## config.mk

```make
export PLATFORM = sky130hd
export DESIGN_NAME = noc_msg_splitter_flat
export DESIGN_NICKNAME = d
export VERILOG_FILES = /design/src/rtl/noc_msg_splitter_if.sv /design/src/rtl/noc_msg_splitter.sv /design/src/flat_wrapper.sv
export SDC_FILE = /design/constraint.sdc
export NUM_CORES = 1
export LEC_CHECK = 0
export ABC_AREA = 1
export BUFFER_PORTS_ARGS = -buffer_cell sky130_fd_sc_hd__clkbuf_2
export CORE_AREA = 2 2 618 620
export DETAILED_ROUTE_END_ITERATION = 7
export DIE_AREA = 0 0 620 622
export MAX_ROUTING_LAYER = met4
export PLACE_DENSITY_LB_ADDON = 0.25
export SLEW_MARGIN = 20
export SYNTH_ARGS = -nofsm -noshare
export SYNTH_HDL_FRONTEND = slang
export SYNTH_SLANG_ARGS = --single-unit
```

## constraint.sdc

```tcl
create_clock -name clk -period 4.56 [get_ports clk]
set_input_delay 0.912 -clock clk [delete_from_list [all_inputs] [get_ports clk]]
set_output_delay 0.912 -clock clk [all_outputs]
set_load 0.05 [all_outputs]
```

## src/rtl/noc_msg_splitter_if.sv

```systemverilog
// Header flit layout and the grouped handshake bundle shared by the splitter and its neighbours.
// The header struct must stay exactly one NoC flit wide.
package noc_msg_splitter_pkg;

    typedef struct packed {
        logic [463:0] payload;
        logic [7:0]   msg_type;
        logic [15:0]  src_id;
        logic [15:0]  dst_id;
        logic [7:0]   msg_len;
    } noc_hdr_flit;

endpackage

interface noc_msg_splitter_if #(
    parameter int NOC_DATA_W = 512
);
    logic                              noc_in_val;
    logic [NOC_DATA_W-1:0]             noc_in_data;
    logic                              noc_in_rdy;
    logic                              hdr_val;
    noc_msg_splitter_pkg::noc_hdr_flit hdr_data;
    logic                              hdr_rdy;
    logic                              data_val;
    logic [NOC_DATA_W-1:0]             data_data;
    logic                              data_last;
    logic                              data_rdy;

    // master is the splitter itself; slave is the surrounding fabric
    modport master (
        input  noc_in_val, noc_in_data, hdr_rdy, data_rdy,
        output noc_in_rdy, hdr_val, hdr_data, data_val, data_data, data_last
    );

    modport slave (
        output noc_in_val, noc_in_data, hdr_rdy, data_rdy,
        input  noc_in_rdy, hdr_val, hdr_data, data_val, data_data, data_last
    );
endinterface

```

## src/rtl/noc_msg_splitter.sv

```systemverilog
// Splits a NoC message into a registered header and a zero-latency body stream,
// counting completed messages.
module noc_msg_splitter
    import noc_msg_splitter_pkg::*;
#(
    parameter int NOC_DATA_W = 512,
    parameter int CNT_W      = 32
) (
    input  logic                 clk,
    input  logic                 rst,
    noc_msg_splitter_if.master   bus,
    output logic [CNT_W-1:0]     msg_cnt
);

    typedef enum logic [1:0] {
        HDR_IN,
        HDR_OUT,
        BODY
    } state_t;

    state_t           state_reg, state_next;
    logic [7:0]       remaining_reg, remaining_next;
    logic [CNT_W-1:0] msg_cnt_reg, msg_cnt_next;
    noc_hdr_flit      hdr_data_reg;
    noc_hdr_flit      hdr_in;
    logic             hdr_capture;
    logic             noc_in_rdy_int;
    logic             hdr_val_int;
    logic             data_val_int;
    logic             data_last_int;

    assign hdr_in = bus.noc_in_data;

    always_ff @(posedge clk) begin
        if (rst) begin
            state_reg     <= HDR_IN;
            remaining_reg <= '0;
            hdr_data_reg  <= '0;
            msg_cnt_reg   <= '0;
        end else begin
            state_reg     <= state_next;
            remaining_reg <= remaining_next;
            msg_cnt_reg   <= msg_cnt_next;
            if (hdr_capture) begin
                hdr_data_reg <= hdr_in;
            end
        end
    end

    // Every output is forced idle while rst is high so no handshake can land during reset.
    always_comb begin
        state_next     = state_reg;
        remaining_next = remaining_reg;
        msg_cnt_next   = msg_cnt_reg;
        hdr_capture    = 1'b0;
        noc_in_rdy_int = 1'b0;
        hdr_val_int    = 1'b0;
        data_val_int   = 1'b0;
        data_last_int  = 1'b0;
        if (!rst) begin
            case (state_reg)
                HDR_IN: begin
                    noc_in_rdy_int = 1'b1;
                    if (bus.noc_in_val) begin
                        hdr_capture    = 1'b1;
                        remaining_next = hdr_in.msg_len;
                        state_next     = HDR_OUT;
                    end
                end
                HDR_OUT: begin
                    hdr_val_int = 1'b1;
                    if (bus.hdr_rdy) begin
                        if (remaining_reg == 8'd0) begin
                            state_next   = HDR_IN;
                            msg_cnt_next = msg_cnt_reg + CNT_W'(1);
                        end else begin
                            state_next = BODY;
                        end
                    end
                end
                BODY: begin
                    data_val_int   = bus.noc_in_val;
                    noc_in_rdy_int = bus.data_rdy;
                    data_last_int  = (remaining_reg == 8'd1);
                    if (bus.noc_in_val && bus.data_rdy) begin
                        remaining_next = remaining_reg - 8'd1;
                        if (remaining_reg == 8'd1) begin
                            state_next   = HDR_IN;
                            msg_cnt_next = msg_cnt_reg + CNT_W'(1);
                        end
                    end
                end
                default: begin
                    state_next = HDR_IN;
                end
            endcase
        end
    end

    assign bus.noc_in_rdy = noc_in_rdy_int;
    assign bus.hdr_val    = hdr_val_int;
    assign bus.hdr_data   = hdr_data_reg;
    assign bus.data_val   = data_val_int;
    assign bus.data_data  = bus.noc_in_data;
    assign bus.data_last  = data_last_int;
    assign msg_cnt        = msg_cnt_reg;

endmodule

```

## src/flat_wrapper.sv

```systemverilog
// flat-port wrapper written by rule: the top's interface ports become plain ports
module noc_msg_splitter_flat import noc_msg_splitter_pkg::*;
#(
    parameter int NOC_DATA_W = 512,
    parameter int CNT_W      = 32
)
  (clk, rst, msg_cnt, bus_noc_in_val, bus_noc_in_data, bus_hdr_rdy, bus_data_rdy, bus_noc_in_rdy, bus_hdr_val, bus_hdr_data, bus_data_val, bus_data_data, bus_data_last);
  noc_msg_splitter_if #(.NOC_DATA_W(NOC_DATA_W)) bus_i ();
  input  logic clk;
  input  logic rst;
  output logic [CNT_W-1:0] msg_cnt;
  input wire logic [$bits(bus_i.noc_in_val)-1:0] bus_noc_in_val;
  input wire logic [$bits(bus_i.noc_in_data)-1:0] bus_noc_in_data;
  input wire logic [$bits(bus_i.hdr_rdy)-1:0] bus_hdr_rdy;
  input wire logic [$bits(bus_i.data_rdy)-1:0] bus_data_rdy;
  output wire logic [$bits(bus_i.noc_in_rdy)-1:0] bus_noc_in_rdy;
  output wire logic [$bits(bus_i.hdr_val)-1:0] bus_hdr_val;
  output wire logic [$bits(bus_i.hdr_data)-1:0] bus_hdr_data;
  output wire logic [$bits(bus_i.data_val)-1:0] bus_data_val;
  output wire logic [$bits(bus_i.data_data)-1:0] bus_data_data;
  output wire logic [$bits(bus_i.data_last)-1:0] bus_data_last;
  assign bus_i.noc_in_val = bus_noc_in_val;
  assign bus_i.noc_in_data = bus_noc_in_data;
  assign bus_i.hdr_rdy = bus_hdr_rdy;
  assign bus_i.data_rdy = bus_data_rdy;
  assign bus_noc_in_rdy = bus_i.noc_in_rdy;
  assign bus_hdr_val = bus_i.hdr_val;
  assign bus_hdr_data = bus_i.hdr_data;
  assign bus_data_val = bus_i.data_val;
  assign bus_data_data = bus_i.data_data;
  assign bus_data_last = bus_i.data_last;
  noc_msg_splitter #(.NOC_DATA_W(NOC_DATA_W), .CNT_W(CNT_W)) u_core (.clk(clk), .rst(rst), .bus(bus_i), .msg_cnt(msg_cnt));
endmodule
```

==> results of run 1 <==
## critical path: stages (launching register included)
cell,delay [ns]
dfxtp_1,0.33
inv_2,0.08
nand2_1,0.36
nor4_1,0.60
clkbuf_2,0.38
## area by class of cell
type / instances / area share
clock buffer: 106 / 0.0607
timing repair buffer: 1617 / 0.217
sequential: 554 / 0.290
inverter: 326 / 0.0324
multi-input combinational: 1896 / 0.215
clock inverter: 39 / 0.0154
tap: 5016 / 0.164
antenna: 89 / 0.00582
## cells in the mapped netlist, drive strengths merged
library cell	number
nor3	2
buf	575
nand4	8
clkbuf	117
a31oi	1
o21bai	1
o211ai	1
xor2	13
nand3	25
nor4	1
xnor2	3
nor2	551
a211oi	1
a21oi	38
o21ai	527
dfxtp	554
inv	326
ha	3
nand2	720
or2	1
## metal layers
layer / track usage / share of wire / vias up
li1: - / - / 12300
met1: 0.108 / 0.31 / 11400
met2: 0.236 / 0.51 / 1450
met3: 0.0741 / 0.13 / 556
met4: 0.0474 / 0.050 / 0
met5: - / 0 / -
## worst max-delay path by stage
| stage | start | end | slack, ns | cells after the start |
|---|---|---|---|---|
| floorplan | rst | bus_data_last | 1.02 | 2 |
| global placement | rst | u_core.bus.hdr_data[49] | 1.21 | 8 |
| detailed placement | rst | u_core.bus.hdr_data[139] | 1.16 | 8 |
| CTS | u_core.state_reg[0] | bus_data_last | 1.07 | 4 |
| global route | u_core.state_reg[0] | bus_data_last | 0.94 | 4 |
| finish | u_core.state_reg[0] | bus_data_last | 1.16 | 4 |
## stage by stage
| stage | hold slack [ns] | instances | utilization | power (W) |
|---|---|---|---|---|
| after floorplan | 0.463 | 3468 | - | 0.00979 |
| after global placement | 0.468 | 9409 | 0.0929 | 0.0114 |
| after global routing | 0.290 | 9639 | 0.101 | 0.0193 |
| final | 0.361 | 9643 | 0.101 | 0.0184 |
| after CTS | 0.249 | 9554 | 0.101 | 0.0188 |
| after detailed placement | 0.471 | 9409 | 0.0929 | 0.0114 |
## cells by family (layout without fill, tap and decap cells)
logic type / count (synthesis) / count (layout) / share of synthesized area
compound gates: 569 / 569 / 0.116
simple gates: 1308 / 1308 / 0.204
other cells: 0 / 89 / 0
xor+xnor: 16 / 16 / 0.00556
fa+ha+maj: 3 / 3 / 0.00149
buf+inv: 1018 / 2088 / 0.233
flops: 554 / 554 / 0.440
## power by group through the flow
stage	registers [W]	clock network (W)	logic, W
after detailed placement	0.00580	0	0.00558
after CTS	0.00570	0.00754	0.00560
after global routing	0.00577	0.00765	0.00585
after global placement	0.00581	0	0.00562
final	0.00570	0.00717	0.00549
after floorplan	0.00757	0	0.00222
==> results_dict.tcl, run 1 <==
set metrics [dict create \
    outcome "finished clean" \
    layout.cells.most_common "clkbuf_2" \
    cts_buffer_depth 4 \
    syn_to_final_growth_pct 52.0 \
    clockRootBuffer "clkbuf_16" \
    routed_wl_um 253000 \
    grt_max_degree 171 \
    intPower_w 0.0108 \
    cp.required_ns 3.65 \
    rr_endpoint "u_core.bus.hdr_data[6]" \
    drv_slew 0 \
    syn-num-nets 3988 \
    whs_path_depth 3 \
    multiInputGateArea_mm2 0.00825 \
    maxCapViolCount 0 \
    cp-end-kind "output pin" \
    synth_area_mm2 0.0252 \
    place_area_mm2 0.0352 \
    fin_ws_ns 1.16 \
    cp-start-kind "flip-flop" \
    die_w_um 620 \
    pin_count 1577 \
    seq_area_mm2 0.0111 \
    die_area_mm2 0.386 \
    grt_pass1_vias 24300 \
    core-area_mm2 0.378 \
    ant_nets 0 \
    ys_warn_count 0 \
    first_pass_iters 6 \
    crit_arrival_ns 2.49 \
    dpl.hpwl_um 224000 \
    grtUsageTotal 0.130 \
    clock_power_share 0.390 \
    grt_pass1_wl_um 306000 \
    pwr_density_cell_mw_per_mm2 479 \
    grt-ovfl-total 0 \
    portBuffers 1576 \
    synth_top_cell_by_area "dfxtp_1" \
    power.switching_w 0.00753 \
    reg2reg_from "u_core.state_reg[1]" \
    drive_gt1_frac 0.401 \
    pwr-share-seq 0.310 \
    hold_violations 0 \
    gp_congestion 0.998 \
    postCtsHoldBufs 0 \
    ir_drop_mv 0.221 \
    clkTransAtPathRegs_ns 0.06 \
    tightest_slew_ns 0.925 \
    remaining_drc_errors 0 \
    synth_seq_cells 554 \
    synth.avg_cell_area_um2 7.27 \
    initial_core_util 0.0666 \
    layout_common_cells "clkbuf_2, nand2_1, dfxtp_1, nor2_1, o21ai_0" \
    antenna_found_initial 276 \
    synthTopCellsByArea "dfxtp_1, buf_4, nand2_1" \
    dieHeight_um 622 \
    largest_register_ffs 512 \
    htreeDepth 3 \
    post_drt_wl_per_cell_um 26.3 \
    crit_path_max_fanout 15 \
    power_frac_comb 0.299 \
    design_area_mm2 0.0383 \
    vias 25700 \
    hp-class "input pin to flip-flop" \
    r2r_slack_ns 2.02 \
    crit_type "flip-flop to output pin" \
    yosysSeqAreaShare 0.440 \
    cts_tree "built" \
    synth.distinct_cells 35 \
    worstSkewPairLatency_ns 0.79 \
    clock_sinks 554 \
    timing.fmax_mhz 294 \
    switching_share 0.410 \
    n_fill_cell 44600 \
    vias_per_cell 2.67 \
    slew-limit-headroom 0.383 \
    hold_path_end "u_core.bus.hdr_data[413]" \
    reg2reg_depth 8 \
    fin_crit_ns 3.40 \
    timing.final.crit_share 0.745 \
    cts_buffers 84 \
    layout.nets 4999 \
    rsz0062_at_grt "no" \
    pre_cts_ws_ns 1.16 \
    setup_viol 0 \
    syn_inst 3468 \
    cts.repair.resized 0 \
    drt_iter0_drc 1327 \
    rows 226 \
    p_leak_nw 18.9 \
    setup_tns_ns 0 \
    finClkSkew_ns 0.0447 \
    post-cts-setup-buffers 0 \
    yosys.area.top_type_share 0.440 \
    min-delay-start "bus_noc_in_data[413]" \
]
No activity file was read; power rests on OpenSTA's default activity.
==> inputs of run 2 (changes only) <==
--- a/config.mk
+++ b/config.mk
@@ -7,9 +7,9 @@
 export LEC_CHECK = 0
 export ABC_AREA = 1
 export BUFFER_PORTS_ARGS = -buffer_cell sky130_fd_sc_hd__clkbuf_2
-export CORE_AREA = 2 2 618 620
+export CORE_AREA = 2 2 609 611
 export DETAILED_ROUTE_END_ITERATION = 7
-export DIE_AREA = 0 0 620 622
+export DIE_AREA = 0 0 611 613
 export MAX_ROUTING_LAYER = met4
 export PLACE_DENSITY_LB_ADDON = 0.25
 export SLEW_MARGIN = 20
==> constraint.sdc (replaced) <==
create_clock -name clk -period 3.2 [get_ports clk]
set_input_delay 0.64 -clock clk [delete_from_list [all_inputs] [get_ports clk]]
set_output_delay 0.64 -clock clk [all_outputs]
set_load 0.05 [all_outputs]
==> results_dict.tcl, run 2 (same netlist as run 1, synthesis figures left out) <==
set metrics [dict create \
    syn_to_final_growth_pct 50.5 \
    largest_register_ffs 512 \
    htreeDepth 3 \
    vias_per_cell 2.74 \
    cts_buffer_depth 4 \
    clock_sinks 554 \
    multiInputGateArea_mm2 0.00825 \
    grt_pass1_vias 23900 \
    top_usage_layer "met2" \
    gp_congestion 1.02 \
    layout.nets 5005 \
    ir_drop_mv 0.301 \
    setup_viol 0 \
    hp-class "input pin to flip-flop" \
    n_fill_cell 43300 \
    outcome "finished clean" \
    power.switching_w 0.0105 \
    place_area_mm2 0.0350 \
    timing.final.crit_share 0.937 \
    vias 25800 \
    antenna_found_initial 269 \
    crit_path_max_fanout 15 \
    hold_violations 0 \
    drive_gt1_frac 0.398 \
    power_frac_comb 0.309 \
    finClkSkew_ns 0.0391 \
    core-area_mm2 0.368 \
    clock_power_share 0.371 \
    worstSkewPairLatency_ns 0.78 \
    rows 223 \
    layout.cells.most_common "clkbuf_2" \
    cp-start-kind "flip-flop" \
    grt_util_met2 0.246 \
    routed_wl_um 247000 \
    cts_tree "built" \
    tightest_slew_ns 1.18 \
    timing.fmax_mhz 333 \
    grt-ovfl-total 0 \
    pin_count 1577 \
    die_area_mm2 0.375 \
    remaining_drc_errors 0 \
    rsz0062_at_grt "no" \
    intPower_w 0.0148 \
    cp-end-kind "output pin" \
    pwr_density_cell_mw_per_mm2 669 \
    seq_area_mm2 0.0111 \
    grtUsageTotal 0.130 \
    fin_crit_ns 3.00 \
    cp.required_ns 2.56 \
    dpl.cell_count 9231 \
    setup_tns_ns 0 \
    crit_type "flip-flop to output pin" \
    dpl.hpwl_um 220000 \
    grtUsageMet3 0.0585 \
    design_area_mm2 0.0379 \
    drt_iter0_drc 1334 \
    final_cells 9442 \
    layout_common_cells "clkbuf_2, nand2_1, dfxtp_1, nor2_1, o21ai_0" \
    clockRootBuffer "clkbuf_16" \
    maxCapViolCount 0 \
    grt_max_degree 146 \
    cts_buffers 82 \
    initial_core_util 0.0685 \
    use_met1 0.114 \
    crit_arrival_ns 2.36 \
    grt_pass1_wl_um 298000 \
    slew-limit-headroom 0.212 \
    p_leak_nw 18.9 \
    cts.repair.resized 0 \
    pwr-share-seq 0.320 \
    worst_hold_slack_ns 0.107 \
    clkTransAtPathRegs_ns 0.06 \
    first_pass_iters 4 \
    portBuffers 1576 \
    post_drt_wl_per_cell_um 26.2 \
    ant_nets 0 \
    drv_slew 0 \
    dieHeight_um 613 \
    die_w_um 611 \
    switching_share 0.416 \
]
run 2: path summary, 6_finish.rpt:
path / startpoint / endpoint / slack, ns / depth (start not counted)
worst min register to register: u_core.bus.hdr_data[235] / u_core.bus.hdr_data[235] / 0.48 / 2
worst max register to register: u_core.state_reg[0] / u_core.msg_cnt[31] / 1.05 / 8
worst min-delay path: bus_noc_in_data[369] / u_core.bus.hdr_data[369] / 0.11 / 3
worst max-delay path: u_core.state_reg[0] / bus_data_last / 0.20 / 4
run 2: repair_timing:
item | CTS | global route
hold buffers | 7 | 0
setup buffers | 0 | 0
hold endpoints to repair | 7 | 0
run 2: cell type report:
type	instances	share of cell area
flip-flops and latches	554	0.292
repair buffers	1625	0.223
multi-input cells	1896	0.217
well taps	4837	0.160
clock buffers	113	0.0611
inverters	326	0.0327
clock inverters	26	0.00963
diodes	65	0.00429
run 2: metrics by stage:
step | power (W) | setup WS [ns] | utilization
after global routing | 0.0266 | 0.0164 | 0.103
after detailed placement | 0.0162 | 0.604 | 0.0952
after floorplan | 0.0139 | 0.201 | -
after CTS | 0.0260 | 0.0766 | 0.103
final | 0.0254 | 0.201 | 0.103
after global placement | 0.0162 | 0.587 | 0.0952
run 2: critical path, cell delays in order, from the launching register on:
cell and delay, ns:
dfxtp_1 0.33, inv_2 0.07, nand2_1 0.33, nor4_1 0.51, clkbuf_2 0.36
run 2: routing by layer:
layer	vias up	wire length (µm)
li1	12300	-
met1	11600	81100
met2	1391	134000
met3	535	23400
met4	0	8760
met5	-	0
run 2: power groups by stage:
stage / Clock, W / Sequential [W] / Combinational [W]
floorplan: 0 / 0.0108 / 0.00317
global placement: 0 / 0.00826 / 0.00798
detailed placement: 0 / 0.00826 / 0.00793
CTS: 0.00990 / 0.00812 / 0.00797
global route: 0.0101 / 0.00821 / 0.00832
finish: 0.00941 / 0.00812 / 0.00784
==> inputs of run 3 (changes only) <==
--- a/config.mk
+++ b/config.mk
@@ -7,11 +7,12 @@
 export LEC_CHECK = 0
 export ABC_AREA = 1
 export BUFFER_PORTS_ARGS = -buffer_cell sky130_fd_sc_hd__clkbuf_2
-export CORE_AREA = 2 2 609 611
+export CORE_AREA = 3 3 610 612
 export DETAILED_ROUTE_END_ITERATION = 7
-export DIE_AREA = 0 0 611 613
+export DIE_AREA = 0 0 613 615
 export MAX_ROUTING_LAYER = met4
 export PLACE_DENSITY_LB_ADDON = 0.25
+export RECOVER_POWER = 25
 export SLEW_MARGIN = 20
 export SYNTH_ARGS = -nofsm -noshare
 export SYNTH_HDL_FRONTEND = slang
==> results_dict.tcl, run 3 (same netlist as run 1, synthesis figures left out) <==
set metrics [dict create \
    outcome "finished clean" \
    setup_viol 0 \
    cp-end-kind "output pin" \
    grt_util_met2 0.252 \
    timing.final.crit_share 0.865 \
    clock_sinks 554 \
    ant_nets 0 \
    dieHeight_um 615 \
    fin_crit_ns 2.77 \
    clkTransAtPathRegs_ns 0.06 \
    gp_congestion 1.04 \
    antenna_found_initial 301 \
    core-area_mm2 0.368 \
    largest_register_ffs 512 \
    cpPeakStageDelay_ns 0.36 \
    design_area_mm2 0.0377 \
    portBuffers 1576 \
    use_met1 0.122 \
    routed_wl_um 260000 \
    cts.repair.resized 0 \
    slew-limit-headroom 0.398 \
    grt_pass1_vias 24300 \
    grt-ovfl-total 0 \
    crit_chain "inv_1 > ha_1 > nand2_2 > nor4_1 > clkbuf_2" \
    rsz0062_at_grt "no" \
    place_area_mm2 0.0351 \
    grtUsageMet3 0.0653 \
    cp.required_ns 2.56 \
    post_drt_wl_per_cell_um 27.4 \
    maxCapViolCount 0 \
    drive_gt1_frac 0.314 \
    worstSkewPairLatency_ns 0.78 \
    fin_ws_ns 0.432 \
    timing.fmax_mhz 361 \
    worst-path-buf-inv 2 \
    remaining_drc_errors 0 \
    crit_arrival_ns 2.13 \
    tightest_slew_ns 0.907 \
    pre_cts_ws_ns 0.774 \
    first_pass_iters 5 \
    syn_to_final_growth_pct 49.5 \
    cts_tree "built" \
    die_w_um 613 \
    post-cts-setup-buffers 0 \
    setup_tns_ns 0 \
    critPathTopFamily "buffers and inverters" \
    cts_buffers 82 \
    layout_common_cells "clkbuf_2, nand2_1, dfxtp_1, nor2_1, o21ai_0" \
    finClkSkew_ns 0.0541 \
    crit_type "flip-flop to output pin" \
    grt_max_degree 131 \
    hold_violations 0 \
    p_leak_nw 17.9 \
    die_area_mm2 0.377 \
    vias_per_cell 2.76 \
    grt_pass1_wl_um 314000 \
    n_fill_cell 43400 \
    layout.cells.most_common "clkbuf_2" \
    grtUsageTotal 0.136 \
    drv_slew 0 \
    crit_path_max_fanout 4 \
    layout.nets 5027 \
    initial_core_util 0.0685 \
    drt_iter0_drc 1394 \
    utilization 0.102 \
    hp-class "input pin to flip-flop" \
    pwr_density_cell_mw_per_mm2 674 \
    rows 223 \
    pin_count 1577 \
    htreeDepth 3 \
    cts_buffer_depth 4 \
    clockRootBuffer "clkbuf_16" \
    top_usage_layer "met2" \
    vias 26100 \
    cp_slowest_cell "clkbuf_2" \
    cp-start-kind "flip-flop" \
    dpl.hpwl_um 233000 \
    ir_drop_mv 0.363 \
]
## run 3: path summary, 6_finish.rpt
check	to	cells past startpoint	start	slack (ns)
setup / recovery	bus_data_last	5	u_core.remaining_reg[1]	0.43
hold / removal	u_core.bus.hdr_data[333]	3	bus_noc_in_data[333]	0.12
setup reg to reg	u_core.bus.hdr_data[222]	7	u_core.state_reg[0]	0.54
hold reg to reg	u_core.bus.hdr_data[266]	2	u_core.bus.hdr_data[266]	0.48
## run 3: power by group
part | switching (W) | total, W | internal (W)
Sequential | 0.000466 | 0.00814 | 0.00767
Combinational | 0.00632 | 0.00780 | 0.00148
Clock | 0.00376 | 0.00943 | 0.00567
## run 3: worst register-to-register path: stages, from the launching register on
cell and delay, ns:
dfxtp_1 0.34, nor2_1 0.11, clkinv_1 0.09, nor2_1 0.54, nand2_8 0.31, clkbuf_2 0.61
o21ai_0 0.47, nor2_1 0.06
## run 3: area by class of cell
class | instances | area [µm²] | area share
well taps | 4837 | 6050 | 0.161
multi-input cells | 1896 | 8220 | 0.218
clock inverters | 27 | 317 | 0.00840
inverters | 326 | 1240 | 0.0329
clock buffers | 114 | 2390 | 0.0633
repair buffers | 1647 | 8170 | 0.217
flip-flops and latches | 554 | 11100 | 0.294
diodes | 80 | 200 | 0.00531
## run 3: what timing repair did
| item | in CTS | in global routing |
|---|---|---|
| endpoints found under the setup margin | 0 | 0 |
| hold endpoints to repair | 14 | 0 |
| hold buffers | 14 | 0 |
## run 3: metal layers
metal	up-vias	routed length (µm)
li1	12400	-
met1	11800	87700
met2	1404	137000
met3	572	26000
met4	0	9080
met5	-	0
## run 3: metrics by stage
| step | std cells | hold WS [ns] | power [W] |
|---|---|---|---|
| after floorplan | 3468 | 0.463 | 0.0139 |
| after global placement | 9246 | 0.467 | 0.0163 |
| after detailed placement | 9246 | 0.465 | 0.0163 |
| after CTS | 9401 | 0.0000778 | 0.0261 |
| after global routing | 9479 | 0.0568 | 0.0266 |
| final | 9481 | 0.116 | 0.0254 |
